**config.mk**
```make
export PLATFORM = sky130hd
export DESIGN_NAME = inst_mem_p
export DESIGN_NICKNAME = d
export VERILOG_FILES = /design/src/rtl/inst_mem_p.sv
export SDC_FILE = /design/constraint.sdc
export NUM_CORES = 1
export LEC_CHECK = 0
export CAP_MARGIN = 15
export CORE_MARGIN = 1.5
export CORE_UTILIZATION = 43
export DETAILED_ROUTE_END_ITERATION = 8
export PLACE_DENSITY = 0.67
export RECOVER_POWER = 100
export SETUP_SLACK_MARGIN = 0.1
export SYNTH_ARGS = -nofsm -noshare
export SYNTH_HDL_FRONTEND = slang
export SYNTH_SLANG_ARGS = --single-unit
```
**constraint.sdc**
```tcl
create_clock -name clk -period 4.3 [get_ports clk]
set_input_delay 1.29 -clock clk [delete_from_list [all_inputs] [get_ports clk]]
set_output_delay 1.29 -clock clk [all_outputs]
set_load 0.005 [all_outputs]
```
**src/rtl/inst_mem_p.sv**
```systemverilog
// Instruction memory with a self-clearing sweep and a valid/ready registered read port.
// Optional macro INST_MEM_P_WR_BYPASS_EN forwards same-edge write data to a granted read.
module inst_mem_p #(
  parameter int unsigned DATA_W = 20,
  parameter int unsigned ADDR_W = 5
) (
  input  logic              clk,
  input  logic              rst,
  input  logic              clr,
  input  logic              wr_en,
  input  logic [ADDR_W-1:0] wr_addr,
  input  logic [DATA_W-1:0] wr_data,
  input  logic              rd_req,
  input  logic [ADDR_W-1:0] rd_addr,
  input  logic              rd_ready,
  output logic              rd_gnt,
  output logic              rd_valid,
  output logic [DATA_W-1:0] rd_data,
  output logic              busy
);

  localparam int unsigned DEPTH = 2 ** ADDR_W;

  typedef enum logic [0:0] {StIdle, StClear} state_e;

  state_e            state_q, state_d;
  logic [ADDR_W-1:0] clr_ptr_q, clr_ptr_d;
  logic              rd_valid_q, rd_valid_d;
  logic [DATA_W-1:0] rd_data_q, rd_data_d;

  logic [DATA_W-1:0] storage [DEPTH];

  logic              mem_we;
  logic [ADDR_W-1:0] mem_waddr;
  logic [DATA_W-1:0] mem_wdata;

  assign busy     = (state_q == StClear);
  assign rd_gnt   = rd_req & ~busy & (~rd_valid_q | rd_ready);
  assign rd_valid = rd_valid_q;
  assign rd_data  = rd_data_q;

  // Sweep FSM: a clr request during a sweep is simply not looked at.
  always_comb begin
    state_d   = state_q;
    clr_ptr_d = clr_ptr_q;
    case (state_q)
      StClear: begin
        clr_ptr_d = clr_ptr_q + 1'b1;
        if (clr_ptr_q == ADDR_W'(DEPTH - 1)) begin
          state_d   = StIdle;
          clr_ptr_d = '0;
        end
      end
      StIdle: begin
        if (clr) begin
          state_d   = StClear;
          clr_ptr_d = '0;
        end
      end
    endcase
  end

  // Single write port: the sweep owns it while busy, user writes are dropped.
  always_comb begin
    mem_we    = 1'b0;
    mem_waddr = wr_addr;
    mem_wdata = wr_data;
    if (busy) begin
      mem_we    = 1'b1;
      mem_waddr = clr_ptr_q;
      mem_wdata = '0;
    end else if (wr_en) begin
      mem_we = 1'b1;
    end
  end

  always_comb begin
    rd_valid_d = rd_valid_q;
    rd_data_d  = rd_data_q;
    if (rd_gnt) begin
      rd_valid_d = 1'b1;
      rd_data_d  = storage[rd_addr];
`ifdef INST_MEM_P_WR_BYPASS_EN
      // A grant implies idle, so wr_en here is a real write this edge.
      if (wr_en && (wr_addr == rd_addr)) begin
        rd_data_d = wr_data;
      end
`endif
    end else if (rd_ready) begin
      rd_valid_d = 1'b0;
    end
  end

  always_ff @(posedge clk) begin
    if (!rst && mem_we) begin
      storage[mem_waddr] <= mem_wdata;
    end
  end

  always_ff @(posedge clk) begin
    if (rst) begin
      state_q    <= StClear;
      clr_ptr_q  <= '0;
      rd_valid_q <= 1'b0;
      rd_data_q  <= '0;
    end else begin
      state_q    <= state_d;
      clr_ptr_q  <= clr_ptr_d;
      rd_valid_q <= rd_valid_d;
      rd_data_q  <= rd_data_d;
    end
  end

endmodule

```
## Yosys cells after proc, flatten, opt, wreduce, memory -nomap -nowiden

Memories as Yosys holds them, arrays and structs flattened. A register that Yosys moved wholly into a read port is not among the register bits.
Index checks and enable logic that the tools add are counted.

| storage, ports and cells | value |
|---|---|
| bits in registers | 7 |
| latch bits | 0 |
| memory bits (writable) | 640 |
| memory bits (read-only) | 0 |
| input port bits | 36 |
| output and inout port bits | 23 |
| word-level logic and storage cells | 29 |
| memories | 1 |

| operators by class | value |
|---|---|
| add/sub/neg operators | 1 |
| multiply operators | 0 |
| divide/modulo/power cells | 0 |
| magnitude comparators | 0 |
| eq/ne operators | 2 |
| shift operators | 0 |
| muxes and demuxes | 14 |
| bitwise logic cells | 5 |
| reductions and logical operators | 3 |

Memory list:

| memory | words | bits a word | read ports | clocked after memory_dff | write ports | RTL line | text |
|---|---|---|---|---|---|---|---|
| storage | 32 | 20 | 1 | 1 | 1 | 31 | `logic [DATA_W-1:0] storage [DEPTH];` |

Operators by type and width:

| kind | number |
|---|---|
| 20-bit 2-to-1 mux | 1 |
| 5-bit 2-to-1 mux | 3 |
| 5-bit one-hot mux with 2 select lines | 1 |
| 1-bit 2-to-1 mux | 8 |
| 5-bit by 1-bit adder with 5-bit output, second input constant | 1 |
| 5-bit equality test, second input constant | 1 |
| 1-bit bitwise AND | 2 |
| 2-bit != test, second input constant | 1 |
| 1-bit inverter | 2 |
| 1-bit one-hot mux with 2 select lines | 1 |
| 2-bit nonzero test | 1 |
| 1-bit logical AND | 1 |
| 1-bit zero test | 1 |
| 1-bit OR | 1 |

## Longest topological paths before layout

| depth | value |
|---|---|
| depth after elaboration | 5 |
| gate-level depth with buffers | 8 |
| depth with buffers taken out | 7 |

## Least setup slack after synthesis

Ideal clock, no wire load.

| path | value |
|---|---|
| path type | input-to-output |
| start point | input rd_ready |
| end point | output rd_gnt |
| arrival time | 1.966 ns |
| required time | 3.010 ns |
| path slack | 1.044 ns |
| cell stages on the path | 4 |
| path buffers | 2 |
| cell sequence | nand2b_1 and3_1 clkbuf_1 clkbuf_1 |

| between the ends | value |
|---|---|
| cells in the longest elaborated chain, start to end | 2 |

RTL lines:

| what | RTL line | text |
|---|---|---|
| from (decl) | 15 | `input logic rd_ready,` |
| 1-bit OR | 38 | `assign rd_gnt = rd_req & ~busy & (~rd_valid_q \| rd_ready);` |
| 1-bit bitwise AND | 38 |  |
| to (decl) | 16 | `output logic rd_gnt,` |

No other way between the ends.

## Final worst setup path

| path | value |
|---|---|
| start point | input rst |
| end point | memory storage[0][11] (enable) |

| between the ends | value |
|---|---|
| cells in the longest elaborated chain, start to end | 4 |

RTL lines:

| what | RTL line | text |
|---|---|---|
| from (decl) | 8 | `input logic rst,` |
| 1-bit zero test | 95 | `if (!rst && mem_we) begin` |
| 1-bit logical AND | 95 |  |
| 1-bit 2-to-1 mux | 95 |  |
| 1-bit 2-to-1 mux (not written as such) | 96 | `storage[mem_waddr] <= mem_wdata;` |
| to (decl) | 31 |  |

No other way between the ends.

==> flow_summary.ini <==
[clock_network]
numCtsBuffers = 67
clk_path_buf_depth = 3
cts_resized = 0
h-tree-depth = 3
cts_sinks = 667
cts_root_buf = clkbuf_16
clk_pin_slew_ns = 0.06
cts_setup_buffers = 0
cts_tree = done
cts_hold_buffers = 0
worstSkewPairLatency_ns = 0.61

[cells_and_area]
mostFrequentLayoutCells = edfxtp_1 (640), mux2i_1 (322), a22oi_1 (160)
final_layout_size_suffix_gt1_share_pct = 10.07
post-route-util_pct = 49.72
area_delta_synth_final_pct = 14.54
layout.cells.most_common = edfxtp_1
nNetsFinal = 1665
antenna_cells = 0

[power_and_ir_drop]
combPwrFrac_pct = 4.1
clockPowerShare_pct = 42.8
power_density_nw_per_um2 = 444.0
p_seq_share_pct = 53.1
netSwitchingFraction_pct = 20.43
p_leak_nw = 10.41
power.internal_w = 0.01058
ir_drop_v = 0.0002752
power.switching_w = 0.002717

[global_route]
grt_pass1_wl_mm = 91.37
overflow = 0
antenna_found_initial = 1
track_usage_pct = 19.94
grt_max_degree = 81
grt_pass1_vias = 14030

[sta]
period_share_pct = 91.46
rsz0062_at_grt = no
finalClockSkew_ns = 0.02275
drv_slew = 831
hold_viol_final = 0
worst_pin_slew_ns = 1.830
setup_viol = 0
slew_headroom_pct = -22.01
worst_slack_ns = 0.3673
period_needed_ns = 3.933
fin_tns_setup_ns = 0
fmax_ghz = 0.2543

[yosys]
yosysWarnings = 0
yosysSeqAreaShare_pct = 75.55
synth_seq_cells = 667
postSynthCellCount = 1502
synth_nets = 1541
ys_async_sr_fraction_pct = 0
synth_edf_count = 640
ys.flop_type = edfxtp_1
synthDistinctLibCells = 34
synth_area_um2 = 26150
synth.avg_cell_area_um2 = 17.41

[worst_setup_path]
crit_required_ns = 4.49
reg2reg_depth = 6
path_class = in -> reg
crit_chain = dlygate4sd3_1, nor2b_1, nand2_1, nor2_1, clkbuf_1
r2r_setup_slack_ns = 0.70
critPathLaunchType = primary input
crit_family = buffers and inverters
cp.depth = 5
worstPathMaxFanout = 16
crit_path_max_incr_delay_ns = 1.06
r2r-start = busy
cpMaxStageDelayCell = clkbuf_1
crit_arrival_ns = 4.13
r2r_end = storage[2][9]
end_kind = flip-flop
cp_num_buf_inv = 2

[outcome]
status = finished with violations
violations = max-capacitance violations, max-slew violations

[drt]
routed_via_density = 5.729
wl_per_cell_um = 25.40
drcViolationCount = 0
drtAntennaViolNets = 0
drt_iter0_drc = 1450
first_pass_iters = 5
wirelength_mm = 62.48
vias = 14094

[floorplanning]
io-pin-count = 59
die-area_um2 = 62310
die_w_um = 249.6
rows = 90
core_um2 = 60250
start_util_pct = 43.41
die_y_um = 249.6

[hold_path]
worstHoldStart = rd_valid
hold_end = rd_valid
hold_depth = 2
holdCritPathClass = reg -> reg

[placed_design]
routabilityCongestion = 0.8156
place_ws_ns = 0.2953
dp_hpwl_mm = 36.54
portBuffers = 58

[job]
maxCapViolCount = 34
==> cells by family after synthesis <==
family                     synth area share [%]
AOI/OAI and AO/OA                         7.057
muxes                                     12.37
DFF                                       75.55
buffers and inverters                     2.229
adders and majority gates                0.1435
and+or+nand+nor                           2.650
==> metrics by stage <==
stage / power (W) / instance area [µm²] / hold WS [ns] / cells
4_1_cts: 0.01340 / 30240 / 0.4966 / 2460
6_report: 0.01330 / 29960 / 0.4881 / 2460
3_5_place_dp: 0.007756 / 28100 / 0.4838 / 2339
2_1_floorplan: 0.007568 / 26150 / 0.4776 / 1502
3_3_place_gp: 0.007748 / 28100 / 0.4782 / 2339
5_1_grt: 0.01368 / 29960 / 0.5192 / 2460
==> worst register-to-register path, stage by stage, from the launching register on <==
cell,delay [ns]
dfxtp_2,0.66
buf_4,0.43
nand2_1,0.09
o21ai_0,0.11
nand2_1,0.37
nor2_1,0.48
clkbuf_1,1.04
==> Yosys cell counts, types with 7 or more instances <==
library cell  count  area (µm²)
or4_1            20       150.1
edfxtp_1        640       19220
buf_4            14       105.1
buf_1             7       26.28
nor2b_1          23       143.9
a21oi_1          87       435.4
a211oi_1         20       150.1
mux2i_1         322        3223
a22oi_1         160        1201
buf_6            16       180.2
nand2_1          18       67.56
clkbuf_1         48       180.2
dfxtp_1          27       540.5
nor2_1           64       240.2
==> layer usage <==
layer  share of wire (%)  vias to the layer above  track usage (%)
met5               0.021                        -                0
met4                 2.7                        2            6.620
met3                 6.7                       98            3.703
met2                  49                      550            32.31
met1                  42                     7200            27.22
li1                    -                     6244                -
==> power groups by stage <==
| stage | clock network, W | registers, W | logic, W |
|---|---|---|---|
| final | 0.00569 | 0.00706 | 0.000542 |
| after global routing | 0.00604 | 0.00706 | 0.000576 |
| after CTS | 0.00577 | 0.00706 | 0.000558 |
| after detailed placement | 0 | 0.00720 | 0.000555 |
| after global placement | 0 | 0.00720 | 0.000549 |
| after floorplan | 0 | 0.00720 | 0.000369 |
==> sequential cells by signal, indices dropped and copies added (netlist names) <==
register	cells
rd_data	20
clr_ptr_q	5
storage	640
busy	1
rd_valid	1
==> area by class of cell <==
class                      instances  area (µm²)
clock buffer                      96        1888
clock inverter                    25       255.2
fill                            4889       30290
inverter                           3       11.26
multi-input combinational        741        5924
sequential                       667       19760
tap                              782       978.4
timing repair buffer             146        1139
==> worst max-delay path by stage <==
stage,startpoint,endpoint,slack (ns)
finish,rst,storage[0][11],0.37
global route,rst,storage[0][11],0.26
CTS,rd_ready,rd_gnt,0.47
detailed placement,rd_addr[2],rd_data[10],0.30
global placement,rd_addr[2],rd_data[10],0.38
floorplan,rd_ready,rd_gnt,1.04
No activity file was read; power rests on OpenSTA's default activity.
